$ cat src/rtl/uart_rx_loader.sv
// rtl/uart_rx_loader.sv - UART 8N1 receiver that stores bytes to consecutive sample-memory addresses
module uart_rx_loader #(
   parameter int CLKS_PER_BIT = 868,
   parameter int ADDR_W       = 8
) (
   input  logic              clk,
   input  logic              rst,
   input  logic              rx_serial,
   input  logic              clear,
   output logic              mem_we,
   output logic [ADDR_W-1:0] mem_addr,
   output logic [7:0]        mem_wdata,
   output logic [ADDR_W:0]   byte_count,
   output logic              full,
   output logic              overflow,
   output logic              frame_err,
   output logic              busy
);

   localparam int CW = $clog2(CLKS_PER_BIT);
   localparam logic [CW-1:0] HALF_END = CW'(CLKS_PER_BIT / 2 - 1);
   localparam logic [CW-1:0] BIT_END  = CW'(CLKS_PER_BIT - 1);

   typedef enum logic [2:0] {IDLE, START, DATA, STOP, WRITE, WAIT_IDLE} state_t;

   state_t            state;
   logic              rx_m;
   logic              rx_s;
   logic [CW-1:0]     cnt;
   logic [2:0]        bit_idx;
   logic [7:0]        shreg;
   logic [ADDR_W-1:0] wr_ptr;

   // byte_count never exceeds 2**ADDR_W, so its MSB alone marks the full condition
   assign full      = byte_count[ADDR_W];
   assign busy      = (state != IDLE);
   assign mem_we    = (state == WRITE) && !full && !clear;
   assign mem_addr  = wr_ptr;
   assign mem_wdata = shreg;

   always_ff @(posedge clk or negedge rst) begin
      if (!rst) begin
         state      <= IDLE;
         rx_m       <= 1'b1;
         rx_s       <= 1'b1;
         cnt        <= '0;
         bit_idx    <= '0;
         shreg      <= '0;
         wr_ptr     <= '0;
         byte_count <= '0;
         overflow   <= 1'b0;
         frame_err  <= 1'b0;
      end else begin
         rx_m      <= rx_serial;
         rx_s      <= rx_m;
         frame_err <= 1'b0;

         case (state)
            IDLE: begin
               if (!rx_s) begin
                  state   <= START;
                  cnt     <= '0;
                  bit_idx <= '0;
               end
            end
            START: begin
               if (cnt == HALF_END) begin
                  cnt   <= '0;
                  state <= rx_s ? IDLE : DATA;
               end else begin
                  cnt <= cnt + CW'(1);
               end
            end
            DATA: begin
               if (cnt == BIT_END) begin
                  cnt     <= '0;
                  shreg   <= {rx_s, shreg[7:1]};
                  bit_idx <= bit_idx + 3'd1;
                  if (bit_idx == 3'd7)
                     state <= STOP;
               end else begin
                  cnt <= cnt + CW'(1);
               end
            end
            STOP: begin
               if (cnt == BIT_END) begin
                  cnt <= '0;
                  if (rx_s) begin
                     state <= WRITE;
                  end else begin
                     frame_err <= 1'b1;
                     state     <= WAIT_IDLE;
                  end
               end else begin
                  cnt <= cnt + CW'(1);
               end
            end
            WRITE:     state <= IDLE;
            // a low stop bit must not be mistaken for the next start bit
            WAIT_IDLE: if (rx_s) state <= IDLE;
            default:   state <= IDLE;
         endcase

         if (clear) begin
            wr_ptr     <= '0;
            byte_count <= '0;
            overflow   <= 1'b0;
         end else if (state == WRITE) begin
            if (full) begin
               overflow <= 1'b1;
            end else begin
               wr_ptr     <= wr_ptr + ADDR_W'(1);
               byte_count <= byte_count + (ADDR_W + 1)'(1);
            end
         end
      end
   end

endmodule

$ cat config.mk
export PLATFORM = sky130hd
export DESIGN_NAME = uart_rx_loader
export DESIGN_NICKNAME = d
export VERILOG_FILES = /design/src/rtl/uart_rx_loader.sv
export SDC_FILE = /design/constraint.sdc
export NUM_CORES = 1
export LEC_CHECK = 0
export ABC_AREA = 1
export BUFFER_PORTS_ARGS = -buffer_cell sky130_fd_sc_hd__buf_4
export CORE_MARGIN = 2
export CORE_UTILIZATION = 35
export DETAILED_ROUTE_END_ITERATION = 8
export GPL_ROUTABILITY_DRIVEN = 0
export PLACE_DENSITY_LB_ADDON = 0.1
export SLEW_MARGIN = 30
export SYNTH_ARGS = -nofsm -noshare
export SYNTH_HDL_FRONTEND = slang
export SYNTH_SLANG_ARGS = --single-unit
$ cat constraint.sdc
create_clock -name clk -period 3 [get_ports clk]
set_input_delay 0.3 -clock clk [delete_from_list [all_inputs] [get_ports clk]]
set_output_delay 0.3 -clock clk [all_outputs]
set_load 0.02 [all_outputs]
### After elaboration in Yosys (flattened, before gate mapping)

Index checks and enable logic that the tools add are counted.
W data, S select, Z words.

* reduce and logical (&&, ||, !) cells: 17
* add/subtract/negate cells: 4
* equality and inequality tests: 15
* multiplexer cells: 28

Operators by type and width (number)
* $mux W10: 3
* $pmux W10 S3: 1
* $mux W9: 3
* $mux W3: 8
* $mux W8: 3
* $pmux W3 S5: 1
* $ne A2 B2 Y1 const B: 7
* $add A10 B1 Y10 const B: 1
* $eq A10 B10 Y1 const B: 1
* $eq A10 B9 Y1 const B: 1
* $add A9 B1 Y9 const B: 1
* $eq A3 B3 Y1 const B: 3
* $add A8 B1 Y8 const B: 1
* $reduce_and A2 Y1: 4
* $mux W1: 7
* $eq A3 B2 Y1 const B: 2
* $pmux W3 S2: 1
* $reduce_and A6 Y1: 1
* $reduce_bool A2 Y1: 3
* $reduce_bool A3 Y1: 2
* $add A3 B1 Y3 const B: 1
* $eq A3 B1 Y1 const B: 1
* $logic_not A3 Y1: 1
* $reduce_and A3 Y1: 1
* other kinds (4): 6

* input bits: 4
* bits in registers: 45

### Longest topological paths before layout

* depth in word-level cells: 4
* gate-level depth with buffers: 9
* gate-level depth less buffers: 9

### Worst setup path before layout

OpenSTA, ideal clock, no wires.

* path kind: reg2reg
* start: register byte_count[0]
* end: register byte_count[6]
* data arrival time: 1.365 ns
* cell stages (with the launch flop): 9
* required time: 2.883 ns
* clock period less this slack: 1.482 ns
* setup time: 0.117 ns
* slack: 1.518 ns
* buffers on the path: 0
* path through: dfrtp_1 ha_1 inv_1 nor3_1 nand2_1 nor2_2 nand2_1 nor2_1 nor2_1

* word-level cells in the longest chain between the ends: 4

Ends and longest elaborated chain
* from (decl): RTL line 13 `output logic [ADDR_W:0] byte_count,`
* from (signal assigned): RTL line 113 `byte_count <= byte_count + (ADDR_W + 1)'(1);`
* $add A9 B1 Y9: RTL line 113
* $mux W9: RTL line 109 `if (full) begin`
* $mux W9: RTL line 108 `end else if (state == WRITE) begin`
* $mux W9: RTL line 104 `if (clear) begin`

No other way between the ends. The select of a mux whose other input is x is not followed.
A chain may end at the register's enable or synchronous reset.

### Final worst setup path

* start: register state[1]
* end: output port mem_we

* word-level cells in the longest chain between the ends: 3

Ends and longest elaborated chain
* from (decl): RTL line 26 `state_t state;`
* from (signal assigned): RTL line 69 `state <= rx_s ? IDLE : DATA;`
* $eq A3 B3 Y1: RTL line 37 `assign mem_we = (state == WRITE) && !full && !clear;`
* $logic_and A1 B1 Y1 (2 in a row): RTL line 37
* to (decl): RTL line 10 `output logic mem_we,`

No other way between the ends.

==> reports/metrics.csv <==
metric,value,unit
status,"complete, but fails checks",
violations in the final reports,hold timing,
hold violation count in the final report,6,
most frequent standard cell in the layout excluding fill and tap cells,sky130_fd_sc_hd__nand2_1,
clock buffers created by TritonCTS,5,
hold-fix buffer count after cts,0,
standard cell core area,0.00635,mm²
Final Max Slew Viols,0,
final setup vio count,0,
cell with the biggest individual delay on the critical path,sky130_fd_sc_hd__dfrtp_1,
number of synthesis warnings,0,
Residual DRC,0,
die boundary width,84.8,µm
die outline height,84.8,µm
number of global-route vias before repair,1779,
post-synthesis sequential element count,45,
"IR drop worst, VDD",0.213,mV
number of top-level design ports,34,
Post-CTS Resized,0,
synthesized netlist cell count,283,
critical path endpoint category,output port,
final period utilization,67.3,%
path type of the worst min-delay path,in -> async,
flip-flop cell with the highest count after synthesis,sky130_fd_sc_hd__dfrtp_1,
final antenna diode count,0,
Vias,1907,
Crit path max-delay family,simple AND/OR/NAND/NOR gates,
count of port buffers added during placement,33,
pin count of the biggest net entering global routing,46,
GRT overflow,0,
Post CTS Setup Buffer Count,0,
# placed instances,390,
Tmin final,2.02,ns
Bufs on Longest Clock Path,2,
type of the setup path with the least slack,reg -> out,
sequential share of the synthesized area,49.4,%
clock transition at the register clock pins on the worst setup and hold paths after CTS,0.09,ns
DRT Pass-1 Iters,4,
worst clock skew,0.0127,ns
CTS Sinks,45,
library cells used by synthesis,29,
critical path cell sequence,"nor2_2, nand2_2, nor2_4, inv_2, nor2_4, buf_4",
initial standard-cell utilization of the core,36.0,%
largest fanout on the critical path,6,
die area,0.00719,mm²
placement-stage cell area,0.00261,mm²
"Top cell by count, worst path",sky130_fd_sc_hd__nor2_4,
final cell count without fillers,398,
accumulated negative setup slack,0,ns
endpoint required time on the critical path,2.70,ns
relative max-transition margin,61.9,%
arrival time reported for the critical path endpoint,1.72,ns
setup slack on the worst flop-to-flop path,1.12,ns
fmax,495,MHz
number of nets in the finished design,330,
worst hold slack across all endpoints,-0.00629,ns
Static Leakage,0.00135,µW
FP Rows,29,
final instance area,0.00272,mm²
Vias/cell,4.79,
"commonest non-fill, non-tap cells in the layout","72 x sky130_fd_sc_hd__nand2_1, 43 x sky130_fd_sc_hd__dfrtp_1, 33 x sky130_fd_sc_hd__buf_4",
HPWL after detailed placement,3640,µm
total power density per cell area,403,mW/mm²
routed len/inst,12.4,µm
max_cap viols,0,
total wire length,4950,µm
clock tree from TritonCTS,built,
Critical Path Start Type,register,
clock network latency to the later pin of the worst-skew pair,0.30,ns
proportion of layout cells with a drive suffix above 1,18.7,%
"Net Count, Synth",293,
number of antenna violations at the first check in global routing,0,
wire length of the first global-routing pass,8560,µm
final antenna-violating net count,0,
total routing usage reported by global routing,14.7,%
slew of the pin with the lowest slew margin,0.571,ns
"Area growth, synth to finish",19.2,%
RSZ-0062 raised after global routing,no,
fraction of synthesis flops using an asynchronous set or reset pin,100,%
delay contributed by the slowest stage of the critical path,0.44,ns
DR iter-0 viols,83,
Post-synth EDFFs,0,
Clock Root Buffer,sky130_fd_sc_hd__clkbuf_8,
netlist area before placement,0.00229,mm²
mean instance size in the synthesized netlist,8.08,µm²
count of buffering cells on the critical path with inverters included,2,
H-tree depth reported by CTS,2,
registers in the layout, summed over array words and instances (netlist names):
signal / count
cnt: 10
byte_count: 9
mem_addr: 8
mem_wdata: 8
bit_idx: 3
state: 3
frame_err: 1
overflow: 1
rx_m: 1
rx_s: 1
worst paths after layout:
check	from	endpoint	cells after the start
worst max register to register	cnt[0]	mem_wdata[4]	7
worst max-delay path	state[1]	mem_we	6
worst min-delay path	rst	frame_err	1
worst min register to register	rx_m	rx_s	0
max in group asynchronous	rst	mem_addr[6]	1
min in group clk	rx_serial	rx_m	1
power breakdown:
part	switching, µW	internal, µW	total [µW]
clock	213	250	463
combinational	20.4	4.60	25.0
sequential	0.673	608	609
total	234	863	1100
cells in the mapped netlist, types with 3 or more instances:
master / instances / share of area (%)
sky130_fd_sc_hd__a21oi_1: 10 / 2.2
sky130_fd_sc_hd__dfrtp_1: 43 / 47
sky130_fd_sc_hd__ha_1: 6 / 3.3
sky130_fd_sc_hd__inv_1: 30 / 4.9
sky130_fd_sc_hd__inv_2: 7 / 1.1
sky130_fd_sc_hd__nand2_1: 72 / 12
sky130_fd_sc_hd__nand3_1: 19 / 4.2
sky130_fd_sc_hd__nand4_1: 11 / 3.0
sky130_fd_sc_hd__nor2_1: 27 / 4.4
sky130_fd_sc_hd__nor2_2: 4 / 1.1
sky130_fd_sc_hd__nor3_1: 10 / 2.2
sky130_fd_sc_hd__o21ai_0: 4 / 0.88
sky130_fd_sc_hd__o21ai_1: 16 / 3.5
sky130_fd_sc_hd__xor2_1: 3 / 1.1
through the flow:
| step | total power [µW] | hold slack [ns] | worst slack, ns | utilization, % |
|---|---|---|---|---|
| 2_1_floorplan | 628 | 0.00441 | 1.52 | - |
| 3_3_place_gp | 648 | 0.346 | 1.25 | 41.1 |
| 3_5_place_dp | 648 | 0.348 | 1.13 | 41.1 |
| 4_1_cts | 1120 | 0.0181 | 0.958 | 42.9 |
| 5_1_grt | 1140 | 0.0429 | 0.812 | 42.9 |
| 6_report | 1100 | -0.00629 | 0.982 | 42.9 |
cells by family (layout without fill, tap and decap cells):
logic type | count (synthesis) | after routing | synth area share [%]
AND/OR/NAND/NOR | 152 | 152 | 30.4
flip-flops | 45 | 45 | 49.4
adder cells (fa/ha/maj) | 6 | 6 | 3.28
buffers and inverters | 40 | 78 | 6.84
XOR/XNOR | 5 | 5 | 1.92
AO/OA/AOI/OAI | 35 | 35 | 8.21
layout make-up:
| type | count | area [µm²] |
|---|---|---|
| clock buffers | 6 | 72.6 |
| clock inverters | 2 | 38.8 |
| fillers | 679 | 3630 |
| inverters | 37 | 139 |
| multi-input cells | 198 | 1000 |
| flip-flops and latches | 45 | 1130 |
| well taps | 77 | 96.3 |
| repair buffers | 33 | 248 |
routing by layer:
| metal | wire length [µm] | up-vias | global-route usage [%] |
|---|---|---|---|
| li1 | - | 999 | - |
| met1 | 2490 | 876 | 20.8 |
| met2 | 2290 | 30 | 23.7 |
| met3 | 149 | 2 | 2.63 |
| met4 | 30 | 0 | 3.03 |
| met5 | 0 | - | 0 |
Note: power is estimated with default switching activity, not from simulation.
